File: src/rtl/xy_vector_player_if.sv
// Point-RAM write port, playback controls and DAC-side outputs of xy_vector_player.
// The host side drives through master; the player attaches as slave.
interface xy_vector_player_if #(
  parameter int XW      = 8,
  parameter int YW      = 7,
  parameter int AW      = 5,
  parameter int DWELL_W = 8
);
  logic               wr_en;
  logic [AW-1:0]      wr_addr;
  logic [XW-1:0]      wr_x;
  logic [YW-1:0]      wr_y;
  logic               wr_blank;
  logic               start;
  logic               stop;
  logic               loop_mode;
  logic [AW-1:0]      last_idx;
  logic [DWELL_W-1:0] dwell;
  logic [XW-1:0]      x;
  logic [YW-1:0]      y;
  logic               blank;
  logic               trig;
  logic               busy;
  logic               done;

  modport master (
    output wr_en, wr_addr, wr_x, wr_y, wr_blank, start, stop, loop_mode, last_idx, dwell,
    input  x, y, blank, trig, busy, done
  );

  modport slave (
    input  wr_en, wr_addr, wr_x, wr_y, wr_blank, start, stop, loop_mode, last_idx, dwell,
    output x, y, blank, trig, busy, done
  );
endinterface

File: src/rtl/xy_vector_player.sv
// Replays a host-loaded XY point list to the scope DAC pins with per-point dwell, blanking
// and a frame trigger; first point shows two edges after start, then gapless via prefetch.
module xy_vector_player #(
  parameter int XW      = 8,
  parameter int YW      = 7,
  parameter int DEPTH   = 32,
  parameter int DWELL_W = 8
) (
  input logic               clk,
  input logic               rst_n,
  xy_vector_player_if.slave bus
);
  localparam int AW = $clog2(DEPTH);
  localparam int PW = 1 + XW + YW;

  typedef enum logic [1:0] {IDLE, FETCH, PLAY, DONE} state_t;

  state_t             state_q, state_d;
  logic [PW-1:0]      ram_q [DEPTH];
  logic [PW-1:0]      pf_dat_q;
  logic               advance;
  logic [AW-1:0]      rd_idx_q, rd_idx_d;
  logic [AW-1:0]      last_q, last_d;
  logic [DWELL_W-1:0] dwell_q, dwell_d;
  logic [DWELL_W-1:0] cnt_q, cnt_d;
  logic               loop_q, loop_d;
  logic               shown_q, shown_d;
  logic               pf_trig_q, pf_trig_d;
  logic               pf_last_q, pf_last_d;
  logic               cur_last_q, cur_last_d;
  logic [XW-1:0]      x_q, x_d;
  logic [YW-1:0]      y_q, y_d;
  logic               blank_q, blank_d;
  logic               trig_q, trig_d;
  logic               busy_q, busy_d;
  logic               done_q, done_d;

  // pf_dat_q always holds the point that will be shown next, so a hold expiry can load it at once.
  always_ff @(posedge clk) begin
    if (bus.wr_en) ram_q[bus.wr_addr] <= {bus.wr_blank, bus.wr_x, bus.wr_y};
    if (advance) pf_dat_q <= ram_q[rd_idx_q];
  end

  always_comb begin
    state_d    = state_q;
    rd_idx_d   = rd_idx_q;
    last_d     = last_q;
    dwell_d    = dwell_q;
    loop_d     = loop_q;
    cnt_d      = cnt_q;
    shown_d    = shown_q;
    pf_trig_d  = pf_trig_q;
    pf_last_d  = pf_last_q;
    cur_last_d = cur_last_q;
    x_d        = x_q;
    y_d        = y_q;
    blank_d    = blank_q;
    trig_d     = 1'b0;
    busy_d     = busy_q;
    done_d     = done_q;
    advance    = 1'b0;

    if (bus.stop && state_q != IDLE) begin
      state_d = IDLE;
      busy_d  = 1'b0;
      done_d  = 1'b0;
      blank_d = 1'b1;
    end else begin
      case (state_q)
        IDLE, DONE: begin
          if (bus.start && !bus.stop) begin
            state_d  = FETCH;
            loop_d   = bus.loop_mode;
            last_d   = bus.last_idx;
            dwell_d  = bus.dwell;
            rd_idx_d = '0;
            busy_d   = 1'b1;
            done_d   = 1'b0;
          end
        end
        FETCH: begin
          advance = 1'b1;
          state_d = PLAY;
          shown_d = 1'b0;
          cnt_d   = '0;
        end
        PLAY: begin
          if (shown_q && cnt_q != '0) begin
            cnt_d = cnt_q - DWELL_W'(1);
          end else if (shown_q && cur_last_q && !loop_q) begin
            state_d = DONE;
            busy_d  = 1'b0;
            done_d  = 1'b1;
          end else begin
            // shown_q is clear only on the first load of a start, which has no previous point to retire.
            advance    = 1'b1;
            shown_d    = 1'b1;
            cnt_d      = dwell_q;
            cur_last_d = pf_last_q;
            trig_d     = pf_trig_q;
            {blank_d, x_d, y_d} = pf_dat_q;
          end
        end
        default: state_d = IDLE;
      endcase

      if (advance) begin
        pf_trig_d = (rd_idx_q == '0);
        pf_last_d = (rd_idx_q == last_q);
        rd_idx_d  = (rd_idx_q == last_q) ? '0 : rd_idx_q + AW'(1);
      end
    end
  end

  always_ff @(posedge clk) begin
    if (!rst_n) begin
      state_q    <= IDLE;
      rd_idx_q   <= '0;
      last_q     <= '0;
      dwell_q    <= '0;
      loop_q     <= 1'b0;
      cnt_q      <= '0;
      shown_q    <= 1'b0;
      pf_trig_q  <= 1'b0;
      pf_last_q  <= 1'b0;
      cur_last_q <= 1'b0;
      x_q        <= '0;
      y_q        <= '0;
      blank_q    <= 1'b1;
      trig_q     <= 1'b0;
      busy_q     <= 1'b0;
      done_q     <= 1'b0;
    end else begin
      state_q    <= state_d;
      rd_idx_q   <= rd_idx_d;
      last_q     <= last_d;
      dwell_q    <= dwell_d;
      loop_q     <= loop_d;
      cnt_q      <= cnt_d;
      shown_q    <= shown_d;
      pf_trig_q  <= pf_trig_d;
      pf_last_q  <= pf_last_d;
      cur_last_q <= cur_last_d;
      x_q        <= x_d;
      y_q        <= y_d;
      blank_q    <= blank_d;
      trig_q     <= trig_d;
      busy_q     <= busy_d;
      done_q     <= done_d;
    end
  end

  assign bus.x     = x_q;
  assign bus.y     = y_q;
  assign bus.blank = blank_q;
  assign bus.trig  = trig_q;
  assign bus.busy  = busy_q;
  assign bus.done  = done_q;
endmodule

File: src/flat_wrapper.sv
// flat-port wrapper written by rule: the top's interface ports become plain ports
module xy_vector_player_flat 
#(
  parameter int XW      = 8,
  parameter int YW      = 7,
  parameter int DEPTH   = 32,
  parameter int DWELL_W = 8
)
  (clk, rst_n, bus_wr_en, bus_wr_addr, bus_wr_x, bus_wr_y, bus_wr_blank, bus_start, bus_stop, bus_loop_mode, bus_last_idx, bus_dwell, bus_x, bus_y, bus_blank, bus_trig, bus_busy, bus_done);
  xy_vector_player_if #(.XW(XW), .YW(YW), .AW(5), .DWELL_W(DWELL_W)) bus_i ();
  input logic clk;
  input logic rst_n;
  input wire logic [$bits(bus_i.wr_en)-1:0] bus_wr_en;
  input wire logic [$bits(bus_i.wr_addr)-1:0] bus_wr_addr;
  input wire logic [$bits(bus_i.wr_x)-1:0] bus_wr_x;
  input wire logic [$bits(bus_i.wr_y)-1:0] bus_wr_y;
  input wire logic [$bits(bus_i.wr_blank)-1:0] bus_wr_blank;
  input wire logic [$bits(bus_i.start)-1:0] bus_start;
  input wire logic [$bits(bus_i.stop)-1:0] bus_stop;
  input wire logic [$bits(bus_i.loop_mode)-1:0] bus_loop_mode;
  input wire logic [$bits(bus_i.last_idx)-1:0] bus_last_idx;
  input wire logic [$bits(bus_i.dwell)-1:0] bus_dwell;
  output wire logic [$bits(bus_i.x)-1:0] bus_x;
  output wire logic [$bits(bus_i.y)-1:0] bus_y;
  output wire logic [$bits(bus_i.blank)-1:0] bus_blank;
  output wire logic [$bits(bus_i.trig)-1:0] bus_trig;
  output wire logic [$bits(bus_i.busy)-1:0] bus_busy;
  output wire logic [$bits(bus_i.done)-1:0] bus_done;
  assign bus_i.wr_en = bus_wr_en;
  assign bus_i.wr_addr = bus_wr_addr;
  assign bus_i.wr_x = bus_wr_x;
  assign bus_i.wr_y = bus_wr_y;
  assign bus_i.wr_blank = bus_wr_blank;
  assign bus_i.start = bus_start;
  assign bus_i.stop = bus_stop;
  assign bus_i.loop_mode = bus_loop_mode;
  assign bus_i.last_idx = bus_last_idx;
  assign bus_i.dwell = bus_dwell;
  assign bus_x = bus_i.x;
  assign bus_y = bus_i.y;
  assign bus_blank = bus_i.blank;
  assign bus_trig = bus_i.trig;
  assign bus_busy = bus_i.busy;
  assign bus_done = bus_i.done;
  xy_vector_player #(.XW(XW), .YW(YW), .DEPTH(DEPTH), .DWELL_W(DWELL_W)) u_core (.clk(clk), .rst_n(rst_n), .bus(bus_i));
endmodule
File: config.mk
export PLATFORM = sky130hd
export DESIGN_NAME = xy_vector_player_flat
export DESIGN_NICKNAME = d
export VERILOG_FILES = /design/src/rtl/xy_vector_player_if.sv /design/src/rtl/xy_vector_player.sv /design/src/flat_wrapper.sv
export SDC_FILE = /design/constraint.sdc
export NUM_CORES = 1
export LEC_CHECK = 0
export ABC_AREA = 1
export CAP_MARGIN = 20
export CORE_ASPECT_RATIO = 0.75
export CORE_MARGIN = 2
export CORE_UTILIZATION = 30
export DETAILED_ROUTE_END_ITERATION = 12
export GPL_ROUTABILITY_DRIVEN = 0
export HOLD_SLACK_MARGIN = 0.02
export PLACE_DENSITY = 0.53
export SLEW_MARGIN = 0
export SYNTH_ARGS = -nofsm -noshare
export SYNTH_HDL_FRONTEND = slang
export SYNTH_SLANG_ARGS = --single-unit
File: constraint.sdc
create_clock -name clk -period 2.3 [get_ports clk]
set_input_delay 0.46 -clock clk [delete_from_list [all_inputs] [get_ports clk]]
set_output_delay 0.46 -clock clk [all_outputs]
set_load 0.1 [all_outputs]
==> summary.txt <==
Route
  • Post-route ant nets: 0
  • Wirelength per Cell: around 20 um
  • Initial drt markers: about 1,700
  • Vias per inst: between 4 and 5
  • Pre-Repair DR Iteration Count: 9
  • Final WL: 64,420 um
  • Vias: roughly 16,000
  • Residual DRC count: 2

Clocking
  • Clock slew seen by the registers of the worst setup and hold paths: 0.06 ns
  • CTS tree: done
  • CTS Root Cell: clkbuf_16
  • Postcts setup bufs: 0
  • Htree depth: 2
  • # hold bufs at CTS: 0
  • Num CTS Buffers: a little under 60
  • Clock sink count: 580
  • Maximum clock insertion buffer count: 3
  • Worst skew pair latency: just over 0.6 ns
  • # resized after CTS: 0

Logic synthesis
  • Yosys cell types: 34
  • Synth Net Count: approximately 2,100
  • Area of the mapped netlist: 23,940 um^2
  • Post-synthesis sequential area ratio: 0.7057
  • Number of synthesized register bits: 580
  • Mean Syn Cell Area: 11.49 um^2
  • Mapped Cells: 2,083
  • YS warnings: 0

Power
  • Final Total Pwr: roughly 26,000 uW
  • Pwr/cell area: between 900 and 1000 nW/um^2
  • Static leakage: roughly 0.01 uW
  • VDD IR max: 0.0006755 V

STA
  • Skew final: ~0.015 ns
  • Final Hold Viols: 0
  • Fmax: 0.4699 GHz
  • Worst-Margin Slew: roughly 0.64 ns
  • Final period util: 0.9253
  • Setup TNS Final: 0 ns
  • Fin crit period: approximately 2.1 ns
  • Final setup viols: 0
  • RSZ-0062 raised after global routing: false
  • Slew margin rel.: 0.5665
  • Fin. max-slew vios: 0

Placed design
  • IO Port Bufs: a little under 60
  • Dpl hpwl: slightly above 40,000 um
  • Area after DPL: about 27,000 um^2

Global routing
  • Total gr overflow: 0
  • Largest net degree at the start of global routing: 86
  • Vias in the first global route: around 16,000
  • All-Layer GR Usage: 0.1553
  • Initial antenna violation count: 2
  • First-pass GRT wire length: between 90,000 and 100,000 um

Setup path
  • Req. time, crit path: roughly 2.7 ns
  • Worst setup path class: register to register
  • Startpoint type of the worst setup path: register
  • CP startpoint: u_core.rd_idx_q[0]
  • Critical path peak fanout: 43
  • CP Capture Type: register
  • Crit path DAT: 2.48 ns
  • RR Startpoint: u_core.rd_idx_q[0]

Status
  • Violated checks: design-rule violations
  • Status: complete, but fails checks

Worst hold path
  • HP Start: u_core.bus.done
  • Hold crit path type: register to register

Final layout
  • Most frequent cells in the layout: nand2_1 (641), edfxtp_1 (528), nand3_1 (226)
  • Layout cells sized above 1: 0.1271
  • Most common cell after layout, fill and taps aside: nand2_1
  • Final instance area: around 28,000 um^2
  • Nets: between 2,000 and 2,500
  • Layout fillers: roughly 7,700
  • P&R area growth vs syn: 18.94%
  • Final Util: 0.3612

Die
  • Die height: around 250 um
  • Number of core rows: about 90
  • Core ar.: around 79,000 um^2
  • Area of the die: roughly 82,000 um^2
  • # IOs: roughly 60
  • Initial Util: 0.3037
  • Die W: 330.2 um

Run
  • Maxcap violations: 0
area by class of cell:
cell class                 instances  area (um^2)  share of cell area
clock inverter                    39        417.9             0.01467
tap                             1046         1309             0.04596
antenna                            1        2.502          0.00008787
inverter                          48        195.2            0.006854
clock buffer                      73         1550             0.05444
multi-input combinational       1334         6115              0.2147
timing repair buffer             176         1982             0.06960
sequential                       580        16910              0.5937
synthesized netlist by cell type:
cell type	number	area share
nand2_8	1	0.00084
a21oi_1	136	0.028
inv_8	1	0.00047
a21oi_2	9	0.0033
nor3_1	1	0.00021
nand2_1	641	0.10
buf_1	11	0.0017
buf_12	1	0.00084
buf_4	17	0.0053
buf_6	21	0.0099
nand3_1	226	0.047
buf_2	47	0.0098
o21a_1	1	0.00031
xor2_1	7	0.0026
clkbuf_1	23	0.0036
nand2_2	12	0.0031
nor2_1	141	0.022
nor2_4	1	0.00047
inv_1	39	0.0061
dfxtp_1	52	0.043
a31oi_4	1	0.00089
nand2_4	2	0.00094
nor2_2	3	0.00078
o31ai_1	48	0.015
inv_2	7	0.0011
xnor2_1	2	0.00073
ha_1	8	0.0042
o21ai_0	73	0.015
edfxtp_1	528	0.66
inv_4	1	0.00026
nand3_2	11	0.0046
o21ai_4	1	0.00068
buf_8	1	0.00063
nand4_1	9	0.0024
flip-flops by register name, indices dropped and copies added (netlist names), 2 cells and up:
name / flops
u_core.bus.x: 8
u_core.ram_q: 512
u_core.last_q: 5
u_core.cnt_q: 8
u_core.pf_dat_q: 16
u_core.rd_idx_q: 5
u_core.dwell_q: 8
u_core.bus.y: 7
u_core.state_q: 2
path summary, 6_finish.rpt:
| check | endpoint | slack, ns | cells past startpoint |
|---|---|---|---|
| setup / recovery | u_core.pf_dat_q[6] | 0.17 | 8 |
| hold / removal | u_core.bus.done | 0.44 | 2 |
| setup reg to reg | u_core.pf_dat_q[6] | 0.17 | 8 |
| hold reg to reg | u_core.bus.done | 0.44 | 2 |
worst max-delay path, stage by stage (launching register included):
cell	delay (ns)
dfxtp_4	0.38
buf_12	0.18
buf_4	0.20
o21ai_0	0.17
nor2_1	0.07
o31ai_1	0.57
nand2_1	0.11
nand2_1	0.07
nand2_1	0.09
metrics by stage:
stage	hold WS [ns]	instances	setup WS [ns]
3_3_place_gp	0.4391	3184	0.03328
3_5_place_dp	0.4382	3184	0.07565
4_1_cts	0.4477	3296	0.1791
2_1_floorplan	0.4220	2083	0.4017
6_report	0.4422	3297	0.1717
5_1_grt	0.4705	3296	0.006186
power breakdown:
part / switching, uW / total, uW / internal [uW]
combinational: 3050 / 4310 / 1260
sequential: 161 / 12000 / 11900
clock: 4030 / 9720 / 5680
layer usage:
metal  global-route usage  vias up  routed length [um]
li1                     -     7518                   -
met3              0.02585       94                4539
met4              0.04085        0                1280
met5                    0        -                   0
met1               0.2220     7786               29080
met2               0.2438      540               29520
cell families (layout without fill, tap and decap cells):
logic type / Yosys count / count (layout) / synth area share
AND/OR/NAND/NOR: 1048 / 1048 / 0.1832
flip-flops: 580 / 580 / 0.7057
buffers and inverters: 169 / 336 / 0.03977
XOR/XNOR: 9 / 9 / 0.003292
other: 0 / 1 / 0
AO/OA/AOI/OAI: 269 / 269 / 0.06391
adder cells (fa/ha/maj): 8 / 8 / 0.004181
Note: power is estimated with default switching activity, not from simulation.
